===== config.mk =====
export PLATFORM = sky130hd
export DESIGN_NAME = data_lsu
export DESIGN_NICKNAME = d
export VERILOG_FILES = /design/src/rtl/data_lsu.sv
export SDC_FILE = /design/constraint.sdc
export NUM_CORES = 1
export LEC_CHECK = 0
export BUFFER_PORTS_ARGS = -buffer_cell sky130_fd_sc_hd__buf_4
export CAP_MARGIN = 40
export CORE_MARGIN = 2
export CORE_UTILIZATION = 29
export CTS_BUF_LIST = sky130_fd_sc_hd__clkbuf_4 sky130_fd_sc_hd__clkbuf_8 sky130_fd_sc_hd__clkbuf_16
export CTS_CLUSTER_DIAMETER = 150
export DETAILED_ROUTE_END_ITERATION = 8
export PLACE_DENSITY = 0.64
export SLEW_MARGIN = 20
export SYNTH_ARGS = -nofsm -noshare
export SYNTH_HDL_FRONTEND = slang
export SYNTH_SLANG_ARGS = --single-unit
export TNS_END_PERCENT = 5

===== constraint.sdc =====
create_clock -name clk_i -period 4.45 [get_ports clk_i]
set_input_delay 1.1125 -clock clk_i [delete_from_list [all_inputs] [get_ports clk_i]]
set_output_delay 1.1125 -clock clk_i [all_outputs]
set_load 0.05 [all_outputs]

===== src/rtl/data_lsu.sv =====
// Load-store unit: turns core byte/half/word accesses into word-wide memory
// requests with byte enables, then extends the returned load data for the core.
module data_lsu #(
    parameter int unsigned TIMEOUT_CYCLES = 0
) (
    input  logic        clk_i,
    input  logic        rst_i,
    input  logic        core_req_i,
    input  logic        core_we_i,
    input  logic [2:0]  core_size_i,
    input  logic [31:0] core_addr_i,
    input  logic [31:0] core_wd_i,
    output logic [31:0] core_rd_o,
    output logic        core_stall_o,
    output logic        core_err_o,
    output logic        mem_req_o,
    output logic        mem_we_o,
    output logic [3:0]  mem_be_o,
    output logic [31:0] mem_addr_o,
    output logic [31:0] mem_wd_o,
    input  logic [31:0] mem_rd_i,
    input  logic        mem_ready_i
);
    typedef enum logic [1:0] {ST_IDLE = 2'd0, ST_WAIT = 2'd1, ST_DONE = 2'd2} state_t;

    state_t          r_state;
    state_t          w_state_next;
    logic            r_we;
    logic [2:0]      r_size;
    logic [1:0]      r_addr_lo;
    logic [3:0]      r_be;
    logic [31:0]     r_addr;
    logic [31:0]     r_wd;
    logic [31:0]     r_cnt;

    logic            w_illegal;
    logic            w_issue;
    logic            w_timeout;
    logic [3:0]      w_be;
    logic [31:0]     w_wd;
    logic [3:0][7:0] w_lane;
    logic [7:0]      w_byte;
    logic [15:0]     w_half;
    logic [31:0]     w_load;

    genvar gi;
    generate
        for (gi = 0; gi < 4; gi++) begin : g_lane
            assign w_lane[gi] = mem_rd_i[8*gi +: 8];
        end
    endgenerate

    always_comb begin
        w_illegal = 1'b0;
        case (core_size_i)
            3'd0, 3'd4: w_illegal = 1'b0;
            3'd1, 3'd5: w_illegal = core_addr_i[0];
            3'd2:       w_illegal = (core_addr_i[1:0] != 2'b00);
            default:    w_illegal = 1'b1;
        endcase
    end

    assign w_issue   = core_req_i && !w_illegal;
    // r_cnt holds the number of WAIT cycles already completed, so the abort
    // fires on the TIMEOUT_CYCLES-th WAIT cycle.
    assign w_timeout = (TIMEOUT_CYCLES != 0) && !mem_ready_i &&
                       (r_cnt == TIMEOUT_CYCLES - 1);

    // Store data is replicated across lanes so the memory only needs the byte enables.
    always_comb begin
        w_be = 4'b1111;
        w_wd = '0;
        if (core_we_i) begin
            case (core_size_i[1:0])
                2'd0: begin
                    w_be = 4'b0001 << core_addr_i[1:0];
                    w_wd = {4{core_wd_i[7:0]}};
                end
                2'd1: begin
                    w_be = 4'b0011 << core_addr_i[1:0];
                    w_wd = {2{core_wd_i[15:0]}};
                end
                default: begin
                    w_be = 4'b1111;
                    w_wd = core_wd_i;
                end
            endcase
        end
    end

    always_comb begin
        w_byte = w_lane[r_addr_lo];
        w_half = r_addr_lo[1] ? mem_rd_i[31:16] : mem_rd_i[15:0];
        case (r_size)
            3'd0:    w_load = {{24{w_byte[7]}}, w_byte};
            3'd1:    w_load = {{16{w_half[15]}}, w_half};
            3'd4:    w_load = {24'd0, w_byte};
            3'd5:    w_load = {16'd0, w_half};
            default: w_load = mem_rd_i;
        endcase
    end

    always_ff @(posedge clk_i) begin
        if (rst_i) begin
            r_state   <= ST_IDLE;
            r_we      <= 1'b0;
            r_size    <= '0;
            r_addr_lo <= '0;
            r_be      <= '0;
            r_addr    <= '0;
            r_wd      <= '0;
            r_cnt     <= '0;
        end else begin
            r_state <= w_state_next;
            r_cnt   <= (r_state == ST_WAIT) ? r_cnt + 32'd1 : 32'd0;
            if (r_state == ST_IDLE && w_issue) begin
                r_we      <= core_we_i;
                r_size    <= core_size_i;
                r_addr_lo <= core_addr_i[1:0];
                r_be      <= w_be;
                r_addr    <= {core_addr_i[31:2], 2'b00};
                r_wd      <= w_wd;
            end
        end
    end

    always_comb begin
        w_state_next = r_state;
        case (r_state)
            ST_IDLE: if (w_issue) w_state_next = mem_ready_i ? ST_DONE : ST_WAIT;
            ST_WAIT: begin
                if (mem_ready_i)    w_state_next = ST_DONE;
                else if (w_timeout) w_state_next = ST_IDLE;
            end
            ST_DONE: w_state_next = ST_IDLE;
            default: w_state_next = ST_IDLE;
        endcase
    end

    always_comb begin
        core_rd_o    = '0;
        core_stall_o = 1'b0;
        core_err_o   = 1'b0;
        mem_req_o    = 1'b0;
        mem_we_o     = 1'b0;
        mem_be_o     = '0;
        mem_addr_o   = '0;
        mem_wd_o     = '0;
        if (!rst_i) begin
            case (r_state)
                ST_IDLE: begin
                    if (core_req_i && w_illegal) begin
                        core_err_o = 1'b1;
                    end else if (core_req_i) begin
                        mem_req_o    = 1'b1;
                        core_stall_o = 1'b1;
                        mem_we_o     = core_we_i;
                        mem_be_o     = w_be;
                        mem_addr_o   = {core_addr_i[31:2], 2'b00};
                        mem_wd_o     = w_wd;
                    end
                end
                ST_WAIT: begin
                    if (w_timeout) begin
                        core_err_o = 1'b1;
                    end else begin
                        mem_req_o    = 1'b1;
                        core_stall_o = 1'b1;
                        mem_we_o     = r_we;
                        mem_be_o     = r_be;
                        mem_addr_o   = r_addr;
                        mem_wd_o     = r_wd;
                    end
                end
                ST_DONE: if (!r_we) core_rd_o = w_load;
                default: ;
            endcase
        end
    end
endmodule


== Word level (Yosys, flattened, before mapping) ==
Cells that the tools add are included.

* Flip-flop bits (word level): 74

* Magnitude comparators: 1
* Equal/unequal tests: 12
* Shift-type cells: 2
* Mux-type cells: 39
* Reduce and logical (&&, ||, !) cells: 12

{| class="wikitable"
|+ Operators by type and width
! cell !! number
|-
| 32-bit 2-to-1 mux || 10
|-
| 32-bit one-hot mux with 2 select lines || 3
|-
| 32-bit one-hot mux with 4 select lines || 1
|-
| 8-bit binary-select mux with 2-bit select || 1
|-
| 16-bit 2-to-1 mux || 1
|-
| 4-bit 2-to-1 mux || 4
|-
| 4-bit one-hot mux with 2 select lines || 2
|-
| 3-bit == test, second input constant || 4
|-
| 1-bit 2-to-1 mux || 9
|-
| 8-bit 2-to-1 mux || 1
|-
| 3-bit by 1-bit == test with 1-bit output, second input constant || 2
|-
| 3-bit logical NOT || 2
|-
| 2-bit 2-to-1 mux || 3
|-
| 2-bit by 1-bit == test with 1-bit output, second input constant || 2
|-
| 2-bit logical NOT || 2
|-
| 2-bit inequality test, second input constant || 2
|-
| 1-bit one-hot mux with 2 select lines || 2
|-
| 2-bit one-hot mux with 2 select lines || 1
|-
| 2-bit OR reduction || 2
|-
| 1-bit by 2-bit << shifter with 4-bit output, first input constant || 1
|-
| 2-bit by 2-bit << shifter with 4-bit output, first input constant || 1
|-
| 3-bit by 2-bit == test with 1-bit output, second input constant || 1
|-
| 1-bit logical AND || 3
|-
| 2-bit by 3-bit less-than comparator with 1-bit output, second input constant || 1
|-
| 5 further kinds || 5
|}

== Depth between registers and ports, before layout ==
* Word-level depth: 7
* Depth in mapped cells: 7
* Gate-level depth less buffers: 4

== Least setup slack after synthesis ==
Ideal clock, no wire load.

* Kind: input port to output port
* Start point: input rst_i
* End point: output core_rd_o[0]
* Arrival time: 4276 ps
* Slack: -938 ps
* Stages on the path: 4
* Buffers on the path: 2
* Cell sequence: buf_2 > or4b_1 > buf_2 > a2111oi_0

* Cells in the longest elaborated chain, start to end: 1

{| class="wikitable"
|+ RTL lines
! item !! line !! RTL
|-
| start: declaration || 7 || <nowiki>input logic rst_i,</nowiki>
|-
| 32-bit 2-to-1 mux || 149 || <nowiki>if (!rst_i) begin</nowiki>
|-
| end: declaration || 13 || <nowiki>output logic [31:0] core_rd_o,</nowiki>
|}

No other way between the ends.

== Final worst setup path ==
* Start point: input rst_i
* End point: output core_rd_o[25]

The elaborated chain is that of the path after synthesis.

==> flow_summary.toml <==
[status]
status = "complete, no violations"

[setup_path]
required_ns = 3.34
worst-path-max-fanout = 18
crit_path_max_incr_delay_ns = 0.84
crit_arrival_ns = 2.93
path_buf_inv = 2
endpoint_kind = "primary output"
worstPathCellList = "buf_4 -> or4b_1 -> nor2_4 -> nand2_1 -> nand2_1 -> buf_4"
crit_type = "primary input to primary output"
worstSetupStartpointType = "primary input"
r2r-end = "r_be[3]"
cp_slowest_cell = "or4b_1"
reg2regPathDepth = 5
cp_top_family = "simple AND/OR/NAND/NOR gates"
timing.critical_path.depth = 6
r2r_setup_slack_ns = 2.56
reg2reg_from = "r_state[1]"

[route]
viasPerCell = 4.94
totalWireLength_mm = 15.7
vias = 5019
drc_errors = 0
drt_iter0_markers = 242
wl_per_cell_um = 15.5
dr.pass1.iters = 4
detail-route-antenna-nets = 0

[pwr]
clockPowerShare_pct = 39.4
comb_power_share_pct = 22.1
p_sw_mw = 0.533
seqPwrFrac_pct = 38.6
powerDensity_mw_per_mm2 = 282
ir_drop_mv = 0.135
internal_power_mw = 1.31
p_leak_nw = 2.83
swShare_pct = 29.0

[die]
std_cell_rows = 45
ioPinCount = 208
die_x_um = 129
start_util_pct = 29.9
core_area_mm2 = 0.0153
die_y_um = 129
dieArea_mm2 = 0.0167

[timing]
setup_violations = 0
slew_violations = 0
tightest_slew_ns = 0.756
rsz0062_at_grt = "false"
slew_headroom_pct = 49.6
setup_ws_ns = 0.412
fmax_mhz = 248
fin_skew_ns = 0.00659
hold_viol = 0
min_period_ns = 4.04
finalCritPeriodShare_pct = 90.7

[clock_network]
htreeDepth = 3
cts_max_path_buffers = 2
postCtsSetupRepairBufs = 0
cts_inserted_buffers = 9
cts_tree = "yes"
insertion_delay_ns = 0.33
cts.sinks = 74
path_clk_slew_ns = 0.06
cts_root_buf = "clkbuf_16"
cts-resized-gates = 0
ctsHoldBuffers = 0

[grt]
grt_pass1_vias = 4591
grt_pass1_wl_mm = 24.3
grt_max_degree = 70
gr-total-overflow = 0
grt_util_all_layers_pct = 18.2
antenna_found_initial = 0

[synth]
syn_area_per_cell_um2 = 7.25
synthCells = 629
ys_types = 45
ys_ff_latch = 74
ys_warn_count = 0
synth_area_mm2 = 0.00456
async_reset_ff_share_pct = 0
synth-seq-area-share_pct = 32.5
synth_flop_cell = "dfxtp_1"
synth_edf_count = 0
synth_top_cell_area_share_pct = 32.5
synthTopCellsByArea = "dfxtp_1 32%, nand2_1 14%, a22o_1 7.7%"
synth_area_leader_cell = "dfxtp_1"

[placed_design]
pre_cts_ws_ns = 0.401
dp_cells = 999
place.gp.congestion = 0.795
port_buffers = 205
dp_hpwl_mm = 11.5

[cells_and_area]
areaGrowthSynthToFinish_pct = 42.9
fin_nets = 904
layout_commonest_cell = "buf_4"
instances_no_fill = 1015
fin_util_pct = 42.7
final_cell_mix = "215 x buf_4, 175 x nand2_1, 74 x dfxtp_1, 55 x a21oi_1, 47 x o21ai_0"
n_antenna_cell = 0
drive_above_1_share_pct = 31.7

[worst_hold_path]
whs_path_depth = 2
hold_end = "r_addr[5]"
min_from = "r_addr[5]"
hp-class = "flop to flop"

[run]
max_cap_viol_count = 0
==> worst min-delay path: cells and delay by family (launching register included) <==
| family | cells | cell delay [ns] |
|---|---|---|
| compound gates | 1 | 0.05 |
| simple gates | 1 | 0.05 |
| flops | 1 | 0.31 |
==> cell usage after synthesis (6+ instances only) <==
cell type,n
nand2_1,175
dfxtp_1,74
a21oi_1,55
o21ai_0,47
a22o_1,40
nor2_1,34
mux2i_1,26
clkbuf_1,25
buf_2,22
nand3b_1,19
inv_1,12
o21a_1,9
o31ai_1,9
a22oi_1,8
mux2_2,8
a221oi_1,7
nand3_1,6
==> cell type report <==
class	instances	area [µm²]
clock buffer	12	254
clock inverter	3	40.0
fill	1589	8740
inverter	12	45.0
multi-input combinational	487	2800
sequential	74	1480
tap	211	264
timing repair buffer	216	1630
==> kinds of logic (layout without fill, tap and decap cells) <==
| kind of cell | Yosys count | after routing | share of synthesized area (%) |
|---|---|---|---|
| simple gates | 259 | 259 | 25.2 |
| compound gates | 192 | 192 | 27.8 |
| flops | 74 | 74 | 32.5 |
| buf+inv | 69 | 243 | 6.72 |
| mux | 34 | 34 | 7.68 |
| other cells | 1 | 2 | 0.0822 |
==> sequential cells by signal (all words and copies together), names as in the netlist <==
register   flops
r_state        2
r_be           4
r_addr        30
r_size         3
r_we           1
r_wd          32
r_addr_lo      2
==> layer usage <==
metal / vias up / wire length, µm / track usage (%)
li1: 2531 / - / -
met1: 2311 / 6840 / 23.8
met2: 164 / 7420 / 30.2
met3: 13 / 1250 / 3.96
met5: - / 0 / 0
met4: 0 / 214 / 4.99
==> metrics by stage <==
step / hold WS [ns] / area, µm² / power (mW) / TNS [ns]
after global placement: 0.442 / 6210 / 1.13 / 0
after CTS: 0.455 / 6500 / 1.86 / 0
after global routing: 0.467 / 6520 / 1.93 / 0
after detailed placement: 0.446 / 6210 / 1.13 / 0
after floorplan: 0.436 / 4570 / 0.967 / -1.34
final: 0.453 / 6520 / 1.84 / 0
==> power groups by stage <==
stage          combinational (mW)  sequential (mW)  clock, mW
2_1_floorplan               0.251            0.717          0
3_3_place_gp                0.402            0.726          0
3_5_place_dp                0.404            0.726          0
4_1_cts                     0.405            0.712      0.745
5_1_grt                     0.440            0.713      0.774
6_report                    0.406            0.709      0.724
==> worst max-delay path by stage <==
stage | startpoint | end | slack [ns]
final | rst_i | core_rd_o[25] | 0.41
after global routing | rst_i | core_rd_o[28] | 0.28
after CTS | rst_i | core_rd_o[25] | 0.40
after detailed placement | rst_i | core_rd_o[25] | 0.40
after global placement | rst_i | core_rd_o[30] | 0.44
after floorplan | rst_i | core_rd_o[0] | -0.27
(Power assumes the default switching activity.)
